`src/rtl/bcd_seg_scan_if.sv`:
```
// Bundle between the binary-to-BCD converter / display control and the 7-segment scanner.
//   in_valid   : single-cycle strobe, the digits are sampled when it is high
//   in_hundred : hundreds digit (0..5 in practice, 3 bits wide)
//   in_ten     : tens digit
//   in_unit    : units digit
//   disp_en    : display enable, low forces the scanner idle
//   seg        : shared segment bus {g,f,e,d,c,b,a}, active high
//   an         : one-hot digit enable, [2]=hundreds [1]=tens [0]=units
//   frame_done : one-cycle pulse in the last cycle of the units slot
// master drives the digit/enable side, slave is the scanner.
interface bcd_seg_scan_if;
  logic       in_valid;
  logic [2:0] in_hundred;
  logic [3:0] in_ten;
  logic [3:0] in_unit;
  logic       disp_en;
  logic [6:0] seg;
  logic [2:0] an;
  logic       frame_done;

  modport master (
    output in_valid, in_hundred, in_ten, in_unit, disp_en,
    input  seg, an, frame_done
  );

  modport slave (
    input  in_valid, in_hundred, in_ten, in_unit, disp_en,
    output seg, an, frame_done
  );
endinterface

```
`src/rtl/bcd_seg_scan.sv`:
```
// Three-digit 7-segment scanner. Captures hundreds/tens/units on bus.in_valid and
// time-multiplexes them onto one segment bus, SCAN_DIV cycles per digit, with a
// frame_done pulse in the last units cycle.
// Ports:
//   clk   : system clock, rising edge
//   rst_n : synchronous active-low reset
//   bus   : bcd_seg_scan_if.slave (digit inputs, disp_en, seg/an/frame_done outputs)
// Parameters:
//   SCAN_DIV : cycles each digit stays enabled, 1..255
// Optional feature: define BCD_SEG_BLANK_EN for leading-zero blanking of the
// hundreds and tens slots; the units slot is never blanked.
module bcd_seg_scan #(
  parameter int unsigned SCAN_DIV = 4
) (
  input logic             clk,
  input logic             rst_n,
  bcd_seg_scan_if.slave   bus
);

  typedef enum logic {StIdle, StScan} state_e;
  typedef enum logic [1:0] {SlotHund = 2'd0, SlotTen = 2'd1, SlotUnit = 2'd2} slot_e;

  localparam logic [7:0] CntLast = 8'(SCAN_DIV - 1);

  state_e     state_q, state_d;
  slot_e      slot_q, slot_d;
  logic [7:0] cnt_q, cnt_d;
  logic [2:0] hund_q, hund_d;
  logic [3:0] ten_q, ten_d;
  logic [3:0] unit_q, unit_d;
  logic       loaded_q, loaded_d;
  logic [6:0] seg_q, seg_d;
  logic [2:0] an_q, an_d;
  logic       fd_q, fd_d;
  logic [3:0] digit;
  logic       blank;

  function automatic logic [6:0] seg_code(input logic [3:0] d);
    logic [6:0] code;
    case (d)
      4'd0:    code = 7'h3F;
      4'd1:    code = 7'h06;
      4'd2:    code = 7'h5B;
      4'd3:    code = 7'h4F;
      4'd4:    code = 7'h66;
      4'd5:    code = 7'h6D;
      4'd6:    code = 7'h7D;
      4'd7:    code = 7'h07;
      4'd8:    code = 7'h7F;
      4'd9:    code = 7'h6F;
      default: code = 7'h79;
    endcase
    return code;
  endfunction

  // Capture, state and slot sequencing.
  always_comb begin
    hund_d   = hund_q;
    ten_d    = ten_q;
    unit_d   = unit_q;
    loaded_d = loaded_q;
    state_d  = state_q;
    slot_d   = slot_q;
    cnt_d    = cnt_q;

    if (bus.in_valid) begin
      hund_d   = bus.in_hundred;
      ten_d    = bus.in_ten;
      unit_d   = bus.in_unit;
      loaded_d = 1'b1;
    end

    case (state_q)
      StIdle: begin
        slot_d = SlotHund;
        cnt_d  = '0;
        // loaded_d already folds in a same-edge strobe
        if (bus.disp_en && loaded_d) state_d = StScan;
      end
      StScan: begin
        if (!bus.disp_en) begin
          state_d = StIdle;
          slot_d  = SlotHund;
          cnt_d   = '0;
        end else if (cnt_q == CntLast) begin
          cnt_d = '0;
          case (slot_q)
            SlotHund: slot_d = SlotTen;
            SlotTen:  slot_d = SlotUnit;
            default:  slot_d = SlotHund;
          endcase
        end else begin
          cnt_d = cnt_q + 8'd1;
        end
      end
      default: state_d = StIdle;
    endcase
  end

  // Outputs are computed from next-state values so the registered bus shows the
  // slot and digit that apply in the coming cycle.
  always_comb begin
    seg_d = '0;
    an_d  = '0;
    fd_d  = 1'b0;
    digit = {1'b0, hund_d};
    blank = 1'b0;
    case (slot_d)
      SlotHund: begin
        digit = {1'b0, hund_d};
        blank = (hund_d == 3'd0);
      end
      SlotTen: begin
        digit = ten_d;
        blank = (hund_d == 3'd0) && (ten_d == 4'd0);
      end
      default: begin
        digit = unit_d;
        blank = 1'b0;
      end
    endcase
    if (state_d == StScan) begin
      case (slot_d)
        SlotHund: an_d = 3'b100;
        SlotTen:  an_d = 3'b010;
        default:  an_d = 3'b001;
      endcase
`ifdef BCD_SEG_BLANK_EN
      seg_d = blank ? 7'h00 : seg_code(digit);
`else
      seg_d = seg_code(digit);
`endif
      fd_d = (slot_d == SlotUnit) && (cnt_d == CntLast);
    end
  end

  always_ff @(posedge clk) begin
    if (!rst_n) begin
      state_q  <= StIdle;
      slot_q   <= SlotHund;
      cnt_q    <= '0;
      hund_q   <= '0;
      ten_q    <= '0;
      unit_q   <= '0;
      loaded_q <= 1'b0;
      seg_q    <= '0;
      an_q     <= '0;
      fd_q     <= 1'b0;
    end else begin
      state_q  <= state_d;
      slot_q   <= slot_d;
      cnt_q    <= cnt_d;
      hund_q   <= hund_d;
      ten_q    <= ten_d;
      unit_q   <= unit_d;
      loaded_q <= loaded_d;
      seg_q    <= seg_d;
      an_q     <= an_d;
      fd_q     <= fd_d;
    end
  end

`ifndef BCD_SEG_BLANK_EN
  // blank only feeds the blanking path
  logic unused_blank;
  assign unused_blank = blank;
`endif

  assign bus.seg        = seg_q;
  assign bus.an         = an_q;
  assign bus.frame_done = fd_q;

endmodule
```
`src/flat_wrapper.sv`:
```
// flat-port wrapper written by rule: the top's interface ports become plain ports
module bcd_seg_scan_flat 
#(
  parameter int unsigned SCAN_DIV = 4
)
  (clk, rst_n, bus_in_valid, bus_in_hundred, bus_in_ten, bus_in_unit, bus_disp_en, bus_seg, bus_an, bus_frame_done);
  bcd_seg_scan_if bus_i ();
  input logic clk;
  input logic rst_n;
  input wire logic [$bits(bus_i.in_valid)-1:0] bus_in_valid;
  input wire logic [$bits(bus_i.in_hundred)-1:0] bus_in_hundred;
  input wire logic [$bits(bus_i.in_ten)-1:0] bus_in_ten;
  input wire logic [$bits(bus_i.in_unit)-1:0] bus_in_unit;
  input wire logic [$bits(bus_i.disp_en)-1:0] bus_disp_en;
  output wire logic [$bits(bus_i.seg)-1:0] bus_seg;
  output wire logic [$bits(bus_i.an)-1:0] bus_an;
  output wire logic [$bits(bus_i.frame_done)-1:0] bus_frame_done;
  assign bus_i.in_valid = bus_in_valid;
  assign bus_i.in_hundred = bus_in_hundred;
  assign bus_i.in_ten = bus_in_ten;
  assign bus_i.in_unit = bus_in_unit;
  assign bus_i.disp_en = bus_disp_en;
  assign bus_seg = bus_i.seg;
  assign bus_an = bus_i.an;
  assign bus_frame_done = bus_i.frame_done;
  bcd_seg_scan #(.SCAN_DIV(SCAN_DIV)) u_core (.clk(clk), .rst_n(rst_n), .bus(bus_i));
endmodule
```
`config.mk`:
```
export PLATFORM = sky130hd
export DESIGN_NAME = bcd_seg_scan_flat
export DESIGN_NICKNAME = d
export VERILOG_FILES = /design/src/rtl/bcd_seg_scan_if.sv /design/src/rtl/bcd_seg_scan.sv /design/src/flat_wrapper.sv
export SDC_FILE = /design/constraint.sdc
export NUM_CORES = 1
export LEC_CHECK = 0
export CAP_MARGIN = 15
export CORE_MARGIN = 1.5
export CORE_UTILIZATION = 50
export DETAILED_ROUTE_END_ITERATION = 10
export PLACE_DENSITY_LB_ADDON = 0.08
export SETUP_SLACK_MARGIN = 0.4
export SYNTH_ARGS = -nofsm -noshare
export SYNTH_HDL_FRONTEND = slang
export SYNTH_SLANG_ARGS = --single-unit
```
`constraint.sdc`:
```
create_clock -name clk -period 3.3 [get_ports clk]
set_input_delay 0.66 -clock clk [delete_from_list [all_inputs] [get_ports clk]]
set_output_delay 0.66 -clock clk [all_outputs]
set_load 0.02 [all_outputs]
```
# --- After elaboration in Yosys (flattened, before gate mapping) ---
# Memory sizes are Yosys's and may differ from the RTL's. A register that Yosys moved wholly into a read port is not among the register bits.
# Index checks and enable logic that the tools add are counted.
totals:
  reg_bits: 27
  rom_bits: 112
  inputBits: 15
  word_cells: 39
  memories: 1
classes:
  addsub: 1
  n_eq_ne: 5
  n_mux: 16
  n_bitwise: 1
  reduce_logical: 6
mem_list:
  columns: ["name", "depth", "width", "rd", "rd_clocked_by_memory_dff", "wr", "line", "source"]
  rows:
  - ["(no name shown)", 16, 7, 1, 1, 0, "bcd_seg_scan.sv:40", "case (d)"]
ops:
  columns: ["cell", "count"]
  rows:
  - ["== test 8 x 2 -> 1 bit (second input constant)", 2]
  - ["2-to-1 mux 8 bit", 2]
  - ["case mux 8 bit (2 select lines)", 1]
  - ["adder 8 x 1 -> 8 bit (second input constant)", 1]
  - ["2-to-1 mux 4 bit", 2]
  - ["case mux 2 bit (2 select lines)", 2]
  - ["case mux 4 bit (2 select lines)", 1]
  - ["case mux 3 bit (2 select lines)", 1]
  - ["== test 2 x 1 -> 1 bit (second input constant)", 2]
  - ["logical NOT 2 bit", 2]
  - ["2-to-1 mux 2 bit", 2]
  - ["2-to-1 mux 1 bit", 3]
  - ["2-to-1 mux 3 bit", 1]
  - ["== test 2 bit (second input constant)", 1]
  - ["logical AND 1 bit", 2]
  - ["case mux 1 bit (2 select lines)", 1]
  - ["AND reduction 2 bit", 1]
  - ["logical NOT 1 bit", 1]
  - ["NOT 1 bit", 1]

# --- Logic depth before layout (Yosys ltp) ---
depth:
  ltp_word: 7
  depth_mapped: 10
  ltp_nobuf: 10

# --- Worst setup path before layout ---
# Ideal clock, no wire load.
synth_path:
  path_type: "reg2reg"
  start: "register u_core.cnt_q[0]"
  end: "register u_core.seg_q[1] (netlist: u_core.bus.seg[1])"
  setup_ns: 0.161
  t_arrival_ns: 2.832
  setup_slack_ns: 0.306
  stages_incl_launch_ff: 11
  n_path_buf: 0
  path_cell_list: "dfxtp_1 -> ha_1 -> or4b_4 -> o21ai_1 -> a211oi_4 -> a221oi_1 -> inv_1 -> ha_1 -> inv_1 -> o21ai_0 -> a21oi_1"
synth_via:
  elab_chain_len: 6
  elab_cells_between_ends: 7
  classes_between: "eq/ne: 2; mux: 4; reduce/logical: 1"
synth_lines:
  columns: ["item", "line", "source"]
  rows:
  - ["start: declaration", "bcd_seg_scan.sv:27", "logic [7:0] cnt_q, cnt_d;"]
  - ["start signal: assignment", "bcd_seg_scan.sv:152", "cnt_q <= cnt_d;"]
  - ["== test 8 x 2 -> 1 bit (*)", "bcd_seg_scan.sv:85", "end else if (cnt_q == CntLast) begin"]
  - ["2-to-1 mux 2 bit (*)", "bcd_seg_scan.sv:85", null]
  - ["2-to-1 mux 2 bit (*)", "bcd_seg_scan.sv:81", "if (!bus.disp_en) begin"]
  - ["case mux 2 bit (2 select lines) (*)", "bcd_seg_scan.sv:73", "case (state_q)"]
  - ["== test 2 x 1 -> 1 bit / logical NOT 2 bit (equally long branches)", "bcd_seg_scan.sv:108", "case (slot_d)"]
  - ["case mux 4 bit (2 select lines) (*)", "bcd_seg_scan.sv:108", null]
  - ["end: declaration", "bcd_seg_scan.sv:32", "logic [6:0] seg_q, seg_d;"]
# Mark *: on every way between the ends. The rest lies on a longest branch, timed or not.
# A chain may end at the register's enable or synchronous reset.

# --- Worst setup path in the final report ---
layout_path:
  start: "register u_core.cnt_q[1]"
  end: "register u_core.seg_q[0] (netlist: u_core.bus.seg[0])"
# Same word-level chain as after synthesis.

==> flow_metrics.env <==
export IMPL_outcome="complete, no violations"
export IMPL_ys_ff_latch=34
export IMPL_drt_wl_total_um=3040
export IMPL_synth_area_leaders="sky130_fd_sc_hd__dfxtp_1 (43%), sky130_fd_sc_hd__ha_1 (5.5%), sky130_fd_sc_hd__mux2i_1 (4.4%), sky130_fd_sc_hd__mux2_2 (4.3%), sky130_fd_sc_hd__and2_1 (3.6%)"
export IMPL_ys_seq_area_frac=0.429
export IMPL_post_synth_instance_area_um2=1590
export IMPL_peakVddDrop_mv=0.293
export IMPL_wl_per_cell_um=12.8
export IMPL_p_sw_mw=0.193
export IMPL_max_clock_path_buffers=2
export IMPL_final_max_slew_viol_count=0
export IMPL_final_util=0.666
export IMPL_post_dp_hpwl_um=2200
export IMPL_die_height_um=59.3
export IMPL_critical_path_endpoint_type="flip-flop"
export IMPL_drc_errors=0
export IMPL_root_cell_of_the_clock_tree="sky130_fd_sc_hd__clkbuf_4"
export IMPL_path_buf_inv=1
export IMPL_critical_path_peak_fanout=6
export IMPL_share_clk_of_total_power=0.306
export IMPL_globalplace_congestion=0.820
export IMPL_finalSetupTns_ps=0
export IMPL_globalRouteTotalUtil=0.189
export IMPL_worst_setup_path_start_kind="flip-flop"
export IMPL_slew_headroom=0.457
export IMPL_num_vias=1253
export IMPL_tightest_slew_ps=805
export IMPL_timing_critical_path_cells="ha_2 -> or4b_4 -> or3_4 -> a211oi_4 -> a221oi_2 -> buf_4 -> ha_1 -> mux2_4 -> a21oi_1"
export IMPL_mappedNetlistNets=180
export IMPL_synth_async_reset_ratio=0
export IMPL_netlist_top_cell_by_area="sky130_fd_sc_hd__dfxtp_1"
export IMPL_grt_antenna_before_repair=0
export IMPL_path_delay_family="simple AND/OR/NAND/NOR gates"
export IMPL_core_region_area_um2=3030
export IMPL_power_combinational_fraction=0.145
export IMPL_max_cap_violations=0
export IMPL_ys_flop_type="sky130_fd_sc_hd__dfxtp_1"
export IMPL_drt_iter0_markers=19
export IMPL_power_sequential_fraction=0.549
export IMPL_port_buffer_count=25
export IMPL_clkLatencyLatePin_ps=330
export IMPL_place_detailed_instances=228
export IMPL_tritoncts_num_sinks=34
export IMPL_min_period_ps=2790
export IMPL_fraction_of_power_spent_switching_nets=0.246
export IMPL_row_count=20
export IMPL_initial_utilization=0.524
export IMPL_synth_top_cells_by_count="sky130_fd_sc_hd__dfxtp_1 (34), sky130_fd_sc_hd__a21oi_1 (11), sky130_fd_sc_hd__nor2_1 (11)"
export IMPL_area_delta_synth_final_pct=27.2
export IMPL_grt_setup_unrepaired="false"
export IMPL_final_net_count=215
export IMPL_ios=26
export IMPL_achievable_frequency_ghz=0.359
export IMPL_htreeDepth=2
export IMPL_final_ant_viol_nets=0
export IMPL_finalHoldViolations=0
export IMPL_drt_pre_antenna_iters=4
export IMPL_avgViaCountPerCell=5.26
export IMPL_p_int_mw=0.591
export IMPL_placement_setup_worst_slack_ps=349
export IMPL_dieArea_um2=3520
export IMPL_layout_setup_ws_ps=515
export IMPL_synth_yosys_warnings=0
export IMPL_die_w_um=59.3
export IMPL_final_period_utilization=0.844
export IMPL_ys_types=43
export IMPL_pwr_density_cell_nw_per_um2=389
export IMPL_clkTransAtPathRegs_ps=100
export IMPL_synth_top_area_frac=0.429
export IMPL_antennaDiodeCount=0
export IMPL_grt_start_max_net_pins=15
export IMPL_first_global_vias=1209
export IMPL_postSynthCellCount=158
export IMPL_grt_overflow=0
export IMPL_final_layout_size_suffix_gt1_frac=0.191
export IMPL_synth_edf_count=0
export IMPL_synthMostInstantiatedCell="sky130_fd_sc_hd__dfxtp_1"
export IMPL_finalSetupViolCount=0
export IMPL_critical_path_arrival_ps=3060
export IMPL_worstSetupPathType="reg -> reg"
export IMPL_timing_critical_path_slowest_cell_delay_ps=510
export IMPL_cts_tree="done"
export IMPL_global_route_wire_length_before_repair_um=5000
export IMPL_finish_cell_count_without_fillers=238
export IMPL_synthesis_area_per_instance_um2=10.0
export IMPL_numCtsBuffers=5
export IMPL_final_setup_skew_ps=5.93
export IMPL_required_arrival_time_at_the_worst_endpoint_ps=3570
export IMPL_holdCritPathClass="reg -> reg"
export IMPL_power_static_leakage_nw=0.793
export IMPL_worst_path_max_delay_cell="sky130_fd_sc_hd__or4b_4"
[routing by layer]
layer,up-vias,share of wire,global-route usage,wire length [um]
met4,0,0.013,0.0682,40
met5,-,0,0,0
met1,589,0.46,0.216,1380
li1,633,-,-,-
met2,26,0.48,0.328,1470
met3,5,0.047,0.0590,143
[power by group through the flow]
| stage | combinational, mW | sequential [mW] | clock [mW] |
|---|---|---|---|
| 2_1_floorplan | 0.0578 | 0.446 | 0 |
| 3_3_place_gp | 0.108 | 0.439 | 0 |
| 3_5_place_dp | 0.110 | 0.440 | 0 |
| 4_1_cts | 0.111 | 0.430 | 0.249 |
| 5_1_grt | 0.124 | 0.432 | 0.265 |
| 6_report | 0.114 | 0.430 | 0.240 |
[sequential cells by signal (all words and copies together) (netlist names), 2 cells and up]
name and count:
u_core.bus.seg 7, u_core.bus.an 3, u_core.slot_q 2, u_core.unit_q 4, u_core.ten_q 4, u_core.cnt_q 8
u_core.hund_q 3
[layout by cell type (no fill, tap or decap), types with 2 or more instances in the layout]
cell type                         Yosys  layout
sky130_fd_sc_hd__mux2_4               2       2
sky130_fd_sc_hd__nand2_1              6       6
sky130_fd_sc_hd__ha_1                 7       6
sky130_fd_sc_hd__a221oi_2             0       2
sky130_fd_sc_hd__nor2_1              11      11
sky130_fd_sc_hd__xor2_1               3       3
sky130_fd_sc_hd__dfxtp_1             34      33
sky130_fd_sc_hd__nor3_1               3       3
sky130_fd_sc_hd__xnor2_1              3       3
sky130_fd_sc_hd__o21a_1               3       3
sky130_fd_sc_hd__nor4_1               2       2
sky130_fd_sc_hd__clkbuf_4             0       5
sky130_fd_sc_hd__a21oi_1             11      11
sky130_fd_sc_hd__o21ai_1              3       2
sky130_fd_sc_hd__o21ai_0              2       2
sky130_fd_sc_hd__nor2b_1              6       6
sky130_fd_sc_hd__mux2i_1              7       7
sky130_fd_sc_hd__clkdlybuf4s50_1      0      25
sky130_fd_sc_hd__mux2_2               6       6
sky130_fd_sc_hd__a211oi_1             2       2
sky130_fd_sc_hd__nand3_1              6       6
sky130_fd_sc_hd__nand4b_1             2       2
sky130_fd_sc_hd__buf_4                1       6
sky130_fd_sc_hd__inv_1                6       6
sky130_fd_sc_hd__and2_1               9       9
[stage by stage]
| step | cell area [um2] | hold WS [ps] | power (mW) |
|---|---|---|---|
| 2_1_floorplan | 1600 | 429 | 0.504 |
| 3_3_place_gp | 1910 | 441 | 0.548 |
| 3_5_place_dp | 1910 | 452 | 0.550 |
| 4_1_cts | 1980 | 477 | 0.790 |
| 5_1_grt | 2020 | 487 | 0.820 |
| 6_report | 2020 | 472 | 0.783 |
[cell families after synthesis]
kind of cell    Yosys count  share of synthesized area
xor+xnor                  6                     0.0332
flops                    34                      0.429
compound gates           32                      0.152
mux                      15                      0.106
simple gates             54                      0.194
fa+ha+maj                 7                     0.0552
buf+inv                  10                     0.0308
[area by class of cell]
class	count	area [um2]
fill	264	1010
multi-input combinational	114	881
sequential	34	682
timing repair buffer	32	315
clock buffer	7	55.1
tap	44	55.1
inverter	6	22.5
clock inverter	1	5.00
[repair_timing]
item	CTS	global route
hold buffers	0	0
setup buffers	1	1
gates resized for setup	0	4
endpoints found under the setup margin	2	5
pin swaps	1	1
gates cloned	0	0
[worst paths after layout]
| check | start | to | slack, ps | depth (start not counted) |
|---|---|---|---|---|
| worst min-delay path | u_core.cnt_q[0]$_SDFF_PN0_ | u_core.cnt_q[0]$_SDFF_PN0_ | 470 | 1 |
| worst max register to register | u_core.cnt_q[1]$_SDFF_PN0_ | u_core.bus.seg[0]$_SDFF_PN0_ | 510 | 9 |
| worst max-delay path | u_core.cnt_q[1]$_SDFF_PN0_ | u_core.bus.seg[0]$_SDFF_PN0_ | 510 | 9 |
| worst min register to register | u_core.cnt_q[0]$_SDFF_PN0_ | u_core.cnt_q[0]$_SDFF_PN0_ | 470 | 1 |
No activity file was read; power rests on OpenSTA's default activity.
